==> config.mk <==
export PLATFORM = sky130hd
export DESIGN_NAME = tick_gen_multi
export DESIGN_NICKNAME = d
export VERILOG_FILES = /design/src/rtl/tick_gen_pkg.sv /design/src/rtl/tick_gen_multi_chan.sv /design/src/rtl/tick_gen_multi.sv
export SDC_FILE = /design/constraint.sdc
export NUM_CORES = 1
export LEC_CHECK = 0
export CAP_MARGIN = 20
export CORE_MARGIN = 5
export CORE_UTILIZATION = 55
export CTS_CLUSTER_SIZE = 16
export DETAILED_ROUTE_END_ITERATION = 8
export PLACE_DENSITY = 0.85
export SYNTH_ARGS = -nofsm -noshare
export SYNTH_HDL_FRONTEND = slang
export SYNTH_SLANG_ARGS = --single-unit
==> constraint.sdc <==
create_clock -name clk -period 16.69 [get_ports clk]
set_input_delay 4.1725 -clock clk [delete_from_list [all_inputs] [get_ports clk]]
set_output_delay 4.1725 -clock clk [all_outputs]
set_load 0.05 [all_outputs]
==> src/rtl/tick_gen_pkg.sv <==
// -----------------------------------------------------------------------------
// tick_gen_pkg
// Shared definitions for the multi-channel tick generator.
//   mode_e   : per-channel run mode (periodic / one-shot)
//   ch_idx_w : width of a channel index for n channels (minimum 1 bit)
// -----------------------------------------------------------------------------
package tick_gen_pkg;

    typedef enum logic {
        MODE_PERIODIC = 1'b0,
        MODE_ONESHOT  = 1'b1
    } mode_e;

    function automatic int ch_idx_w(input int n);
        return (n > 1) ? $clog2(n) : 1;
    endfunction

endpackage

==> src/rtl/tick_gen_multi_chan.sv <==
// -----------------------------------------------------------------------------
// tick_chan
// One tick channel: counter, active divisor, shadow divisor and pending flag.
// Ports:
//   clk, rst      : system clock, async active-high reset
//   i_en          : run enable (level)
//   i_mode        : periodic / one-shot
//   i_sync        : zero the counter this edge, suppress tick, apply pending
//   i_wr, i_div   : validated divisor write aimed at this channel
//   o_tick        : registered 1-cycle tick
//   o_done        : sticky one-shot completion flag
// -----------------------------------------------------------------------------
module tick_chan
    import tick_gen_pkg::*;
#(
    parameter int CNT_W   = 32,
    parameter int DEF_DIV = 50_000_000
) (
    input  logic             clk,
    input  logic             rst,
    input  logic             i_en,
    input  mode_e            i_mode,
    input  logic             i_sync,
    input  logic             i_wr,
    input  logic [CNT_W-1:0] i_div,
    output logic             o_tick,
    output logic             o_done
);

    localparam logic [CNT_W-1:0] L_DEF = CNT_W'(DEF_DIV);

    logic [CNT_W-1:0] r_cnt;
    logic [CNT_W-1:0] r_div;
    logic [CNT_W-1:0] r_shadow;
    logic             r_pend;
    logic             r_tick;
    logic             r_done;

    logic w_run;
    logic w_wrap;
    logic w_apply;

    assign w_run  = i_en & ~r_done;
    // r_div is never 0 (zero writes are rejected upstream), so DIV-1 cannot underflow
    assign w_wrap = w_run & (r_cnt == (r_div - CNT_W'(1)));
    // Pending divisor only lands where cnt is (or becomes) 0: a wrap, a sync,
    // or while disabled. This keeps cnt < DIV and never truncates a period.
    assign w_apply = r_pend & (w_wrap | i_sync | ~i_en);

    always_ff @(posedge clk or posedge rst) begin
        if (rst) begin
            r_cnt    <= '0;
            r_div    <= L_DEF;
            r_shadow <= L_DEF;
            r_pend   <= 1'b0;
            r_tick   <= 1'b0;
            r_done   <= 1'b0;
        end else begin
            if (!i_en || i_sync || r_done || w_wrap)
                r_cnt <= '0;
            else
                r_cnt <= r_cnt + CNT_W'(1);

            // sync beats a coincident wrap: no tick, no one-shot completion
            r_tick <= w_wrap & ~i_sync;

            if (!i_en)
                r_done <= 1'b0;
            else if (w_wrap && !i_sync && i_mode == MODE_ONESHOT)
                r_done <= 1'b1;

            // A write on the wrap edge goes to the shadow and waits for the
            // following wrap; it also supersedes any older pending value.
            if (i_wr && !i_en) begin
                r_div  <= i_div;
                r_pend <= 1'b0;
            end else if (i_wr) begin
                r_shadow <= i_div;
                r_pend   <= 1'b1;
            end else if (w_apply) begin
                r_div  <= r_shadow;
                r_pend <= 1'b0;
            end
        end
    end

    assign o_tick = r_tick;
    assign o_done = r_done;

endmodule

==> src/rtl/tick_gen_multi.sv <==
// -----------------------------------------------------------------------------
// tick_gen_multi
// N_CH independent programmable tick generators sharing one clock.
// Ports:
//   clk, rst          : system clock, async active-high reset
//   ch_en[N_CH]       : per-channel run enable
//   ch_oneshot[N_CH]  : per-channel mode (0 periodic, 1 one-shot)
//   sync              : 1-cycle pulse, zeroes every counter
//   cfg_valid/ready   : divisor write handshake (ready whenever out of reset)
//   cfg_ch, cfg_div   : write target channel and divisor
//   cfg_err           : 1-cycle pulse after a rejected write
//   tick[N_CH]        : registered 1-cycle tick per channel
//   done[N_CH]        : sticky one-shot completion per channel
// -----------------------------------------------------------------------------
module tick_gen_multi
    import tick_gen_pkg::*;
#(
    parameter int CLK_HZ  = 50_000_000,
    parameter int N_CH    = 4,
    parameter int CNT_W   = 32,
    parameter int DEF_DIV = CLK_HZ
) (
    input  logic                        clk,
    input  logic                        rst,
    input  logic [N_CH-1:0]             ch_en,
    input  logic [N_CH-1:0]             ch_oneshot,
    input  logic                        sync,
    input  logic                        cfg_valid,
    output logic                        cfg_ready,
    input  logic [ch_idx_w(N_CH)-1:0]   cfg_ch,
    input  logic [CNT_W-1:0]            cfg_div,
    output logic                        cfg_err,
    output logic [N_CH-1:0]             tick,
    output logic [N_CH-1:0]             done
);

    localparam int CH_W = ch_idx_w(N_CH);

    logic            r_err;
    logic            w_acc;
    logic            w_bad;
    logic            w_bad_ch;
    logic [N_CH-1:0] w_wr;

    assign cfg_ready = ~rst;
    assign w_acc     = cfg_valid & cfg_ready;

    // An out-of-range index only exists when N_CH is not a power of two
    if ((1 << CH_W) > N_CH) begin : g_range
        assign w_bad_ch = (32'(cfg_ch) >= 32'(N_CH));
    end else begin : g_full
        assign w_bad_ch = 1'b0;
    end

    assign w_bad = (cfg_div == '0) | w_bad_ch;

    always_ff @(posedge clk or posedge rst) begin
        if (rst) r_err <= 1'b0;
        else     r_err <= w_acc & w_bad;
    end

    assign cfg_err = r_err;

    for (genvar i = 0; i < N_CH; i++) begin : g_ch
        assign w_wr[i] = w_acc & ~w_bad & (cfg_ch == CH_W'(i));

        tick_chan #(
            .CNT_W   (CNT_W),
            .DEF_DIV (DEF_DIV)
        ) u_chan (
            .clk    (clk),
            .rst    (rst),
            .i_en   (ch_en[i]),
            .i_mode (mode_e'(ch_oneshot[i])),
            .i_sync (sync),
            .i_wr   (w_wr[i]),
            .i_div  (cfg_div),
            .o_tick (tick[i]),
            .o_done (done[i])
        );
    end

endmodule

# Word level (Yosys, flattened, before mapping)
# Cells that the tools add are included.
dict set report word_totals {
  ram_bits 0
  word_cells 177
  rom_bits 0
  latch_bits 0
  output_inout_bits 10
  reg_bits 397
  memories 0
}
dict set report op_classes {
  n_bitwise 46
  multipliers 0
  shifts 0
  n_eq_ne 15
  n_reduce_logical 47
  muxes 36
  n_div 0
  add_sub_neg 8
  magnitude_cmp 0
}
# cell count
set ops {}
lappend ops {{32-bit 2-to-1 mux} 16}
lappend ops {{32-bit by 1-bit adder with 32-bit output, second input constant} 4}
lappend ops {{32-bit equality test} 4}
lappend ops {{32-bit by 1-bit subtractor with 32-bit output, second input constant} 4}
lappend ops {{32-bit zero test} 1}
lappend ops {{1-bit bitwise AND} 23}
lappend ops {{1-bit 2-to-1 mux} 20}
lappend ops {{2-bit AND reduction} 8}
lappend ops {{1-bit NOT} 15}
lappend ops {{1-bit logical AND} 12}
lappend ops {{1-bit logical OR} 12}
lappend ops {{3-bit nonzero test} 4}
lappend ops {{2-bit by 1-bit != test with 1-bit output, second input constant} 4}
lappend ops {{2-bit != test, second input constant} 4}
lappend ops {{1-bit bitwise OR} 8}
lappend ops {{2-bit nonzero test} 4}
lappend ops {{1-bit zero test} 5}
lappend ops {{2-bit equality test, second input constant} 2}
lappend ops {{2-bit by 1-bit equality test with 1-bit output, second input constant} 1}
lappend ops {{2-bit zero test} 1}

# Depth between registers and ports, before layout
dict set report logic_depth {
  word_depth 9
  mapped_depth 13
  ltp_nobuf 11
}

# Modules after synthesis
# Synthesis repeated with hierarchy kept, for this count alone.
dict set report unflattened {
  cells_unflattened 2133
  area_unflattened_um2 22998.3
}
# module area_each_um2 cells_per_inst instances
set by_module_without_submodules {}
lappend by_module_without_submodules {{tick_chan at g_ch[0].u_chan ...} 5604.1 518 3}
lappend by_module_without_submodules {{tick_chan at g_ch[3].u_chan} 5993.2 556 1}
lappend by_module_without_submodules {tick_gen_multi 192.7 23 1}

# Worst setup path after synthesis
# No wires, ideal clock.
dict set report synth_timing {
  path_type {input to output}
  start {input port rst}
  end {output port cfg_ready}
  path_stages 1
  setup_slack_ns 0.025
  t_arrival_ns 12.493
  required_time_ns 12.517
  cell_sequence {inv_1}
}
dict set report synth_via {
  elab_chain_len 1
}
# element line
set synth_rtl {}
lappend synth_rtl {{from (decl)} tick_gen_multi.sv:24} ;# input logic rst,
lappend synth_rtl {{1-bit NOT} tick_gen_multi.sv:45} ;# assign cfg_ready = ~rst;
lappend synth_rtl {{to (decl)} tick_gen_multi.sv:29} ;# output logic cfg_ready,
# Every way passes these cells.

# Worst setup path in the final report
# Ends and elaborated chain as after synthesis.

==> results by group <==
Yosys
  – Largest family of logic cells by synthesized area: simple AND/OR/NAND/NOR gates
  – Sequential area share after synthesis: 0.4401
  – Largest cells by area after synthesis: dfrtp_1 (33%), mux2_2 (12%), dfstp_2 (11%)
  – Leading area contributor after synthesis: dfrtp_1
  – Post-synthesis instance total: about 2200
  – Share of async-settable or async-resettable flops after synthesis: 1.000
  – Post-Synth Adder-Cell Area: 0.004381
  – Area fraction of the dominant cell type after synthesis: 0.3297
  – Yosys reg bits: approximately 400
  – Post-synth EDFFs: 0
  – Mapped Nets: roughly 2300
  – Yosys Warn Count: 0
  – Synth cell types: 78
  – Synth Area in Simple Gates: 0.1824
  – Synth Area in Compound Gates: 0.1088
  – Mux contribution to synthesized area: 0.1278
  – Xor/xnor share of the synthesized area: 0.1073
  – Synth Cell Area: approximately 23000 um2
  – Syn avg cell area: roughly 10 um2
  – Commonest register cell after synthesis: dfrtp_1

CTS
  – Clock latency on the worst-skew pair: between 500 and 600 ps
  – Clock slew at reported path FFs: ~60 ps
  – Post-CTS Setup Bufs: 0
  – CTS tree: yes
  – CTS Buffer Depth: 3
  – Post-CTS sizing: 0
  – Number of buffers inserted by hold repair at cts: 0
  – H-tree levels: 2
  – Clk sinks: between 300 and 400
  – Clk root buf: clkbuf_16
  – Total CTS buffers: between 40 and 50

GRT
  – Antenna violations before repair: 0
  – Vias in the first global route: 18150
  – Pin count of the biggest net entering global routing: around 220
  – Grt ovf: 0
  – First-pass GRT wire length: 96030 um
  – Total GRT Usage: 0.2579

Setup path
  – Crit Path Class: in -> out
  – Critical Path AT: between 6000 and 7000 ps
  – Worst Setup Start Kind: primary input
  – CP Max Fanout: 102
  – Worst setup EP type: primary output
  – Required time of the critical path: about 13000 ps

Placed design
  – RD Place Congestion: about 0.93
  – Port buffer count: 55
  – Pre-CTS setup slack: 6256 ps
  – Hpwl dp: 39640 um

Routing
  – Vias: approximately 18000
  – Via-to-Cell Ratio: about 6.4
  – DRT Wirelength: 59780 um
  – DR DRC count: 0
  – Drt first pass iters: 5
  – Wire per inst: roughly 21 um
  – 1st-iter DRT viols: about 1900
  – Antenna-violating nets left: 0

STA
  – Final period util: 0.6231
  – Fmax: 0.09616 GHz
  – Slew @ Worst Pin: approximately 1200 ps
  – Tmin final: 10400 ps
  – Clock skew: ~15 ps
  – Endpoints failing setup: 0
  – RSZ-0062 raised after global routing: no
  – Fin Setup TNS: 0 ps
  – PnR worst setup slack: 6290 ps
  – Max_slew headroom: 0.2032
  – Max Slew Vio Count: 0
  – Final hold violations: 0

Pwr
  – VDD IR max: about 0.000088 V
  – Lkg Pwr: between 0.009 and 0.01 uW
  – PD cells: approximately 130 nW/um2

Worst hold path
  – Hold Crit Class: reg -> reg

Cells and area
  – Fin nets: about 2300
  – N_diodes: 0
  – Synth-to-layout area growth: 10.32%
  – Share of layout cells above drive strength 1: 0.2027

Die
  – Core region area: 40920 um2
  – Top-level I/O count: 56
  – Starting Density: 0.5583
  – Height of the die: about 210 um
  – Die area: 45720 um2
  – FP Rows: 74
  – Chip width: around 210 um

Run status
  – Status: complete, no violations

Flow run
  – Max cap viols: 0
-- Yosys cell counts, drive strengths merged, types with 9 or more instances --
cell,n
or3,53
mux2,246
dfrtp,301
o221ai,36
o211ai,9
nand3,70
or4,21
nor4,57
inv,32
o22ai,35
xnor2,146
buf,36
o221a,31
and4,16
a31oi,13
nor4b,9
nor3,64
nand2b,44
dfstp,96
and3,40
clkbuf,93
a21oi,60
nor2b,13
nor2,212
o21bai,32
nand2,95
nand4,38
or2,9
o31ai,9
o21ai,55
mux2i,15
xor2,134
nand3b,9
-- worst max-delay path, cell delays in order --
cell and delay, ps:
clkdlybuf4s50_1 510, inv_8 550, clkdlybuf4s50_1 930
-- layout make-up --
cell class                      instances  area (um2)
Inverter                               32       127.6
Timing Repair Buffer                   87       830.8
Sequential cell                       397       10050
Tap cell                              532       665.6
Clock buffer                           63        1211
Multi-Input combinational cell       1677       12140
Fill cell                            3200       15720
Clock inverter                         13       177.7
-- cells by family (layout without fill, tap and decap cells) --
family                   Yosys count  count (layout)
XOR/XNOR                         280             280
AND/OR/NAND/NOR                  782             782
flip-flops                       397             397
AO/OA/AOI/OAI                    346             346
multiplexers                     261             261
buffers and inverters            161             195
adder cells (fa/ha/maj)            8               8
-- cell usage in the layout, fill, tap and decap left out, types with 36 or more instances in the layout --
cell type / instances
nand3_1: 70
and3_1: 40
nor2_1: 211
xor2_1: 134
nand4_1: 38
o21ai_0: 54
nand2_1: 94
nor3_1: 64
clkbuf_16: 43
a21oi_1: 58
nor4_1: 53
dfrtp_1: 301
nand2b_1: 44
o221ai_1: 36
xnor2_1: 146
mux2_2: 242
clkdlybuf4s50_1: 55
or3_1: 53
dfstp_2: 96
-- metal layers --
metal | vias to the layer above | share of wire | GRT usage | wire [um]
met5 | - | 0 | 0 | 0
met4 | 0 | 0.037 | 0.09583 | 2203
met3 | 162 | 0.078 | 0.04638 | 4689
met2 | 692 | 0.47 | 0.4137 | 28030
met1 | 9021 | 0.42 | 0.3531 | 24860
li1 | 8164 | - | - | -
-- stage by stage --
stage / hold WS, ps / total power [uW] / std cells / util / cell area, um2
after detailed placement: 488.3 / 2219 / 2723 / 0.5811 / 23780
after floorplan: 465.8 / 1978 / 2235 / - / 22850
after global routing: 523.8 / 3336 / 2801 / 0.6159 / 25210
after CTS: 506.7 / 3185 / 2799 / 0.6151 / 25170
final: 504.7 / 3186 / 2801 / 0.6159 / 25210
after global placement: 482.4 / 2177 / 2722 / 0.5808 / 23770
-- sequential cells by signal, indices dropped and copies added (netlist names) --
name	count
g_ch.u_chan.o_tick	4
cfg_err	1
g_ch.u_chan.r_pend	4
g_ch.u_chan.o_done	4
g_ch.u_chan.r_cnt	128
g_ch.u_chan.r_div	128
g_ch.u_chan.r_shadow	128
-- worst paths after layout --
path | start | to | slack [ps] | cells past startpoint
max | rst | cfg_ready | 6290 | 3
min | g_ch[0].u_chan.r_shadow[16] | g_ch[0].u_chan.r_shadow[16] | 500 | 1
max reg2reg | g_ch[2].u_chan.r_div[0] | g_ch[2].u_chan.r_div[10] | 11740 | 11
min reg2reg | g_ch[0].u_chan.r_shadow[16] | g_ch[0].u_chan.r_shadow[16] | 500 | 1
max in group asynchronous | rst | g_ch[1].u_chan.r_cnt[16] | 10830 | 3
min in group asynchronous | rst | g_ch[0].u_chan.r_shadow[29] | 4180 | 2
-- power by group --
part           total (uW)  switching [uW]  internal [uW]  leakage, uW
Clock                 955             391            564     0.000675
Combinational         793             401            392      0.00419
Sequential           1440             247           1190      0.00493
Note: power is estimated with default switching activity, not from simulation.
